### config.mk
export PLATFORM = sky130hd
export DESIGN_NAME = serial_subtractor
export DESIGN_NICKNAME = d
export VERILOG_FILES = /design/src/rtl/serial_sub_pkg.sv /design/src/rtl/chunk_subtractor.sv /design/src/rtl/serial_subtractor.sv
export SDC_FILE = /design/constraint.sdc
export NUM_CORES = 2
export LEC_CHECK = 0
export ABC_CLOCK_PERIOD_IN_PS = 21600
export CAP_MARGIN = 10
export CORE_AREA = 2 2 301 303
export CTS_BUF_LIST = sky130_fd_sc_hd__clkbuf_4
export DETAILED_ROUTE_END_ITERATION = 8
export DIE_AREA = 0 0 303 305
export HOLD_SLACK_MARGIN = 0.12
export SLEW_MARGIN = 10
export SYNTH_ARGS = -nofsm -noshare
export SYNTH_HDL_FRONTEND = slang
export SYNTH_SLANG_ARGS = --single-unit
### constraint.sdc
create_clock -name clk -period 21.6 [get_ports clk]
set_input_delay 5.4 -clock clk [delete_from_list [all_inputs] [get_ports clk]]
set_output_delay 5.4 -clock clk [all_outputs]
set_load 0.02 [all_outputs]
### src/rtl/serial_sub_pkg.sv
// Shared types and helpers for the chunk-serial subtractor.
// Used by serial_subtractor and its testbench.
package serial_sub_pkg;

    typedef enum logic [1:0] {
        IDLE,
        RUN,
        DONE
    } ssub_state_e;

    function automatic int cnt_w(input int n);
        return (n > 1) ? $clog2(n) : 1;
    endfunction

endpackage

### src/rtl/chunk_subtractor.sv
// Combinational CHUNK-bit x + ~y + cin, built as a ripple of
// full-adder cells with the y operand inverted.
module chunk_subtractor #(
    parameter int CHUNK = 64
) (
    input  logic [CHUNK-1:0] x,
    input  logic [CHUNK-1:0] y,
    input  logic             cin,
    output logic [CHUNK-1:0] d,
    output logic             cout
);

    logic [CHUNK:0] c;

    assign c[0] = cin;

    for (genvar i = 0; i < CHUNK; i++) begin : g_fa
        logic yn;
        logic p;
        assign yn     = ~y[i];
        assign p      = x[i] ^ yn;
        assign d[i]   = p ^ c[i];
        assign c[i+1] = (x[i] & yn) | (c[i] & p);
    end

    assign cout = c[CHUNK];

endmodule

### src/rtl/serial_subtractor.sv
// Multi-cycle WIDTH-bit subtractor, CHUNK bits per cycle, LSB first.
// Optional signed overflow output: define SERIAL_SUB_OVERFLOW_EN.
module serial_subtractor
    import serial_sub_pkg::*;
#(
    parameter int WIDTH = 256,
    parameter int CHUNK = 64
) (
    input  logic             clk,
    input  logic             rst_n,
    input  logic             in_valid,
    output logic             in_ready,
    input  logic [WIDTH-1:0] a,
    input  logic [WIDTH-1:0] b,
    output logic             out_valid,
    input  logic             out_ready,
    output logic [WIDTH-1:0] diff,
`ifdef SERIAL_SUB_OVERFLOW_EN
    output logic             borrow,
    output logic             overflow
`else
    output logic             borrow
`endif
);

    localparam int NUM_CHUNKS = WIDTH / CHUNK;
    localparam int CW         = cnt_w(NUM_CHUNKS);
    localparam logic [CW-1:0] LAST = CW'(NUM_CHUNKS - 1);

    if ((WIDTH % CHUNK) != 0 || NUM_CHUNKS < 1) begin : g_bad_cfg
        $error("serial_subtractor: WIDTH must be a nonzero multiple of CHUNK");
    end

    ssub_state_e      state;
    logic [CW-1:0]    cnt;
    logic             carry;
    logic [WIDTH-1:0] a_sh;
    logic [WIDTH-1:0] b_sh;
    logic [CHUNK-1:0] d_chunk;
    logic             c_out;

    chunk_subtractor #(
        .CHUNK (CHUNK)
    ) u_chunk (
        .x    (a_sh[CHUNK-1:0]),
        .y    (b_sh[CHUNK-1:0]),
        .cin  (carry),
        .d    (d_chunk),
        .cout (c_out)
    );

    always_ff @(posedge clk or negedge rst_n) begin
        if (!rst_n) begin
            state     <= IDLE;
            cnt       <= '0;
            carry     <= 1'b1;
            a_sh      <= '0;
            b_sh      <= '0;
            diff      <= '0;
            borrow    <= 1'b0;
            in_ready  <= 1'b1;
            out_valid <= 1'b0;
`ifdef SERIAL_SUB_OVERFLOW_EN
            overflow  <= 1'b0;
`endif
        end else begin
            unique case (state)
                IDLE: begin
                    if (in_valid) begin
                        a_sh     <= a;
                        b_sh     <= b;
                        carry    <= 1'b1;
                        cnt      <= '0;
                        in_ready <= 1'b0;
                        state    <= RUN;
                    end
                end
                RUN: begin
                    diff[int'(cnt)*CHUNK +: CHUNK] <= d_chunk;
                    carry <= c_out;
                    cnt   <= cnt + 1'b1;
                    a_sh  <= a_sh >> CHUNK;
                    b_sh  <= b_sh >> CHUNK;
                    if (cnt == LAST) begin
                        // No carry out of the top chunk means a < b.
                        borrow    <= ~c_out;
`ifdef SERIAL_SUB_OVERFLOW_EN
                        overflow  <= (a_sh[CHUNK-1] != b_sh[CHUNK-1]) &&
                                     (d_chunk[CHUNK-1] != a_sh[CHUNK-1]);
`endif
                        out_valid <= 1'b1;
                        state     <= DONE;
                    end
                end
                DONE: begin
                    if (out_ready) begin
                        out_valid <= 1'b0;
                        in_ready  <= 1'b1;
                        state     <= IDLE;
                    end
                end
                default: begin
                    state <= IDLE;
                end
            endcase
        end
    end

endmodule

* After elaboration in Yosys (flattened, before gate mapping)
Index checks and enable logic that the tools add are counted.
W data, S select, Z words.
** Cells by class
- Mux-type cells :: 19
- Eq/ne operators :: 6
- Shifts and indexed selects :: 2
- Reduce and logical (&&, ||, !) cells :: 9
- Add/sub/neg operators :: 2
- Bitwise gates (word level) :: 385
** Operators by type and width (count)
- $pmux W256 S2 :: 2
- $mux W256 :: 2
- $bwmux W256 :: 1
- $shift A64 B33 Y256 const A :: 1
- $shiftx A64 B33 Y256 :: 1
- $and A1 B1 Y1 :: 128
- $xor A1 B1 Y1 :: 128
- $not A1 Y1 :: 65
- $or A1 B1 Y1 :: 64
- $neg A8 Y33 :: 1
- $reduce_and A3 Y1 :: 3
- $mux W2 :: 4
- $ne A2 B2 Y1 const B :: 3
- $pmux W1 S2 :: 3
- $pmux W2 S3 :: 1
- $reduce_bool A2 Y1 :: 3
- $mux W1 :: 5
- $eq A2 B2 Y1 const B :: 2
- $pmux W2 S2 :: 1
- $reduce_and A2 Y1 :: 2
- $add A2 B1 Y2 const B :: 1
- $eq A2 B1 Y1 const B :: 1
- $logic_not A2 Y1 :: 1
** Storage, ports and cells
- Register bits :: 776
- Bits of input ports :: 516

* Logic depth before layout (Yosys ltp)
- Depth in word-level cells :: 131
- Gate-level depth with buffers :: 71
- Mapped depth without buffers :: 71

* Cells and area by module
From an unflattened synthesis, not the netlist that was laid out.
** Unflattened totals
- Cells, all modules :: 3362
- Area total of the unflattened synthesis :: 33619.7 um2
** By module, submodules not included
- serial_subtractor :: cells an instance 3168, seq. area each 19421.1 um2, times used 1, area each 31850.5 um2
- chunk_subtractor :: cells an instance 194, seq. area each 0.0 um2, times used 1, area each 1769.2 um2

* Worst setup path after synthesis
Ideal clock, no wire load.
- Path type :: reg2reg
- Start point :: register a_sh[0]
- End point :: register diff[191]
- Path slack :: -1781 ps
- Library setup time :: 121 ps
- Clock period less this slack :: 23381 ps
- Path buffers :: 0
- Arrival :: 23260 ps
- Cell stages (with the launch flop) :: 70
- Path through :: dfrtp_1 fa_1 fa_1 fa_1 fa_1 fa_1 fa_1 fa_1 fa_1 fa_1 fa_1 fa_1 fa_1 fa_1 fa_1 fa_1 fa_1 fa_1 [... 34 more ...] fa_1 fa_1 fa_1 fa_1 fa_1 fa_1 fa_1 inv_1 fa_1 fa_1 fa_1 fa_1 fa_1 fa_1 fa_1 inv_1 fa_1 a22o_1
** On the way
- Longest elaborated chain between the ends :: 130
- Elaborated cells on any way between the ends :: 194
- Those cells by class :: 1 x shift; 1 x mux; 192 x bitwise
** Ends and longest elaborated chain
- start, declared :: RTL line serial_subtractor.sv:37 : logic [WIDTH-1:0] a_sh;
- start signal, assigned :: RTL line serial_subtractor.sv:82 : a_sh <= a_sh >> CHUNK;
- $xor A1 B1 Y1 :: RTL line chunk_subtractor.sv:21 : assign p = x[i] ^ yn;
- $and A1 B1 Y1 :: RTL line chunk_subtractor.sv:23 : assign c[i+1] = (x[i] & yn) | (c[i] & p);
- $or A1 B1 Y1 :: RTL line chunk_subtractor.sv:23
- $and A1 B1 Y1 :: RTL line chunk_subtractor.sv:23
- $or A1 B1 Y1 :: RTL line chunk_subtractor.sv:23
- $and A1 B1 Y1 :: RTL line chunk_subtractor.sv:23
- $or A1 B1 Y1 :: RTL line chunk_subtractor.sv:23
- $and A1 B1 Y1 :: RTL line chunk_subtractor.sv:23
- [... 114 more ...]
- $or A1 B1 Y1 :: RTL line chunk_subtractor.sv:23
- $and A1 B1 Y1 :: RTL line chunk_subtractor.sv:23
- $or A1 B1 Y1 :: RTL line chunk_subtractor.sv:23
- $and A1 B1 Y1 :: RTL line chunk_subtractor.sv:23
- $or A1 B1 Y1 :: RTL line chunk_subtractor.sv:23
- $xor A1 B1 Y1 :: RTL line chunk_subtractor.sv:22 : assign d[i] = p ^ c[i];
- $shiftx A64 B33 Y256 (*) :: RTL line serial_subtractor.sv:79 : diff[int'(cnt)*CHUNK +: CHUNK] <= d_chunk;
- $bwmux W256 (*) :: RTL line serial_subtractor.sv:79
- end signal, assigned by index :: RTL line serial_subtractor.sv:79
- end, declared :: RTL line serial_subtractor.sv:17 : output logic [WIDTH-1:0] diff,
Every way passes the cells marked *; elsewhere a longest branch is shown, timed or not.
A chain may end at the register's enable or synchronous reset.

* Final worst setup path
- Start point :: register a_sh[0]
- End point :: register diff[63]
Same word-level chain as after synthesis.

==> results.tsv <==
stage	metric	value	unit
run_status	status	finished, violations left	
run_status	violations	DRC, slew limit, setup timing	
floorplan	io_pins	775	
global_route	overflow	0	
hold_path	hold_path_class	reg2reg	
worst_setup_path	rrSetupSlack	-700	ps
finish	area_growth_syn_to_layout	34.6	%
clock_network	clkTransAtPathRegs	60	ps
timing	finalSetupViolations	17	
drt	antenna_left	0	
floorplan	start_util	36.7	%
placed_design	gp_congestion	0.845	
clock_network	clock-sinks	776	
floorplan	die_x	303	µm
drt	num_vias	29000	
worst_setup_path	r2r_cells	70	
timing	whs	487	ps
clock_network	clk_path_buf_depth	3	
drt	dr.pass1.iters	9	
power_and_ir_drop	p_per_area	175	nW/µm²
logic_synthesis	synth_top_area_cell	dfrtp_1	
global_route	antenna_found_initial	51	
drt	route.detailed.drc	104	
worst_setup_path	cp.required	22620	ps
logic_synthesis	synthCells	2861	
global_route	track_usage	28.4	%
logic_synthesis	yosysSeqAreaShare	59.2	%
placed_design	post-dp-hpwl	89800	µm
timing	fin_skew	88.7	ps
logic_synthesis	async_flop_share	100	%
timing	min_period	22300	ps
timing	layout_setup_ws	-703	ps
worst_setup_path	end_kind	flip-flop	
hold_path	holdPathStages	2	
logic_synthesis	synthesis.area	32800	µm²
logic_synthesis	synth_enable_flop_cells	0	
global_route	grt_pass1_vias	28600	
global_route	grt_pass1_wl	195000	µm
timing	rsz0062_at_grt	yes	
drt	wl_per_cell	27.0	µm
logic_synthesis	synth_top_area_share	59.1	%
worst_setup_path	critPathSlowestCell	fa_2	
worst_setup_path	worstReg2RegEnd	diff[63]$_DFFE_PN0P_	
hold_path	holdPathEnd	diff[63]$_DFFE_PN0P_	
power_and_ir_drop	p_total	0.00774	W
clock_network	clockRootBuffer	clkbuf_4	
clock_network	insertion_delay	1130	ps
timing	fmax	44.8	MHz
drt	detail_route.iter0.violations	2576	
worst_setup_path	critical_path_class	reg2reg	
power_and_ir_drop	power.leakage	18.5	nW
worst_setup_path	slowest_delay	560	ps
timing	slew_violations	46	
drt	drt_wl_total	134000	µm
timing	worst_pin_slew	1540	ps
placed_design	io_buffers	774	
worst_setup_path	r2r_start	a_sh[0]$_DFFE_PN0P_	
floorplan	die_area	92400	µm²
hold_path	hold_start	diff[63]$_DFFE_PN0P_	
logic_synthesis	ys_ff_latch	776	
worst_setup_path	crit_arrival	23330	ps
finish	drive_gt1_share	13.0	%
finish	fin_nets	4185	
logic_synthesis	synth_warnings	0	
logic_synthesis	synthTopCellsByArea	dfrtp_1, o22ai_1, a22o_1	
clock_network	cts_made_buffers	206	
timing	timing.final.crit_share	103	%
worst_setup_path	critPathMaxFanout	4	
clock_network	cts_hold_buf	0	
logic_synthesis	avgSynthCellArea	11.5	µm²
floorplan	row_count	110	
timing	slew_headroom	-2.39	%
timing	hold_viol_final	0	
logic_synthesis	synth.distinct_cells	34	
floorplan	die_h	305	µm
flow_run	maxCapViolations	0	
logic_synthesis	synth_nets	3447	
drt	via_per_inst	5.85	
global_route	grt_max_degree	200	
logic_synthesis	synth_ff_type	dfrtp_1	
clock_network	cts_tree	done	
worst_setup_path	cpMostUsedCell	fa_2	
power_and_ir_drop	vdd_drop_max	158	µV
worst_setup_path	start_kind	flip-flop	
clock_network	cts.htree.levels	4	
floorplan	design.core.area	89300	µm²
where the power goes:
group / total [W] / internal, W / switching (W)
Sequential: 0.00264 / 0.00209 / 0.000549
Clock: 0.00135 / 0.000712 / 0.000638
Combinational: 0.00375 / 0.00151 / 0.00224
worst max path at each step:
| stage | start | to | slack [ps] |
|---|---|---|---|
| floorplan | a_sh[0]$_DFFE_PN0P_ | diff[191]$_DFFE_PN0P_ | 10 |
| global placement | carry$_DFFE_PN1P_ | carry$_DFFE_PN1P_ | -940 |
| detailed placement | a_sh[0]$_DFFE_PN0P_ | diff[191]$_DFFE_PN0P_ | -1020 |
| CTS | a_sh[0]$_DFFE_PN0P_ | diff[63]$_DFFE_PN0P_ | -800 |
| global route | b_sh[0]$_DFFE_PN0P_ | diff[63]$_DFFE_PN0P_ | -1160 |
| finish | a_sh[0]$_DFFE_PN0P_ | diff[63]$_DFFE_PN0P_ | -700 |
kinds of logic (layout without fill, tap and decap cells):
logic type / Yosys count / count (layout) / synth area share (%)
buffers and inverters: 370 / 1259 / 5.04
adders and majority gates: 70 / 70 / 4.14
AOI/OAI and AO/OA: 1497 / 1497 / 29.7
other: 0 / 35 / 0
DFF: 776 / 776 / 59.2
and+or+nand+nor: 148 / 148 / 1.87
registers in the layout, indices dropped and copies added (netlist names), 2 cells and up:
register and count:
a_sh 256, b_sh 256, diff 256, cnt 2, state 2
final cells by class:
| cell class | instances | area [µm²] |
|---|---|---|
| clock buffer | 325 | 2440 |
| multi-input combinational | 1715 | 12000 |
| tap | 1176 | 1470 |
| timing repair buffer | 825 | 8200 |
| sequential | 776 | 19400 |
| fill | 8198 | 45200 |
| inverter | 75 | 297 |
| clock inverter | 34 | 240 |
| antenna | 35 | 87.6 |
critical path, delay by kind of cell, from the launching register on:
kind	cells	cell delay, ps
AO/OA/AOI/OAI	1	130
flip-flops	1	400
buffers and inverters	4	220
AND/OR/NAND/NOR	1	60
adder cells (fa/ha/maj)	64	21430
layout by cell type (no fill, tap or decap), drive strengths merged:
cell	count
a21oi	388
a22o	293
and3	1
and3b	1
and4	1
and4bb	1
buf	53
bufinv	3
clkbuf	325
clkdlybuf4s50	772
clkinv	24
clkinvlp	2
dfrtp	774
dfstp	2
diode	35
fa	64
ha	6
inv	80
nand2	128
nand2b	2
nand3	1
nand3b	3
nand4	1
nor2	4
nor2b	1
nor3b	2
o21ai	60
o21ba	1
o22ai	667
o2bb2ai	27
o31ai	10
o32ai	51
or2	2
timing repair:
action                     in CTS  in global routing
gates resized for setup        22                 12
setup endpoints to repair      22                 26
setup buffers                   1                  0
pin swaps                       9                  4
per-stage QoR:
step / setup WS [ps] / utilization (%) / area (µm²) / std cells / setup TNS [ps]
final: -703 / 49.4 / 44100 / 4961 / -6340
after CTS: -797 / 49.3 / 44000 / 4926 / -7260
after floorplan: 12.9 / - / 32900 / 2861 / 0
after global placement: -940 / 46.2 / 41300 / 4566 / -10420
after global routing: -1160 / 49.4 / 44100 / 4957 / -15450
after detailed placement: -1020 / 46.2 / 41300 / 4566 / -11990
synthesized netlist by cell type (3+ instances only):
cell	number
a21oi_1	388
o31ai_1	10
ha_1	6
o22ai_1	667
o32ai_1	51
buf_6	5
clkbuf_1	131
buf_1	13
nand2_1	127
a22o_1	293
nor2_1	4
o21ai_1	58
buf_4	17
nand3b_1	3
dfrtp_1	774
fa_1	64
o2bb2ai_1	27
buf_2	129
inv_1	73
layer usage:
metal,vias up,track usage (%),wire (µm)
met4,30,10.0,3180
met3,227,7.70,11200
li1,12800,-,-
met1,14700,41.0,59800
met2,1352,40.8,59800
met5,-,0,200
Power figures use the tool's default switching activity.
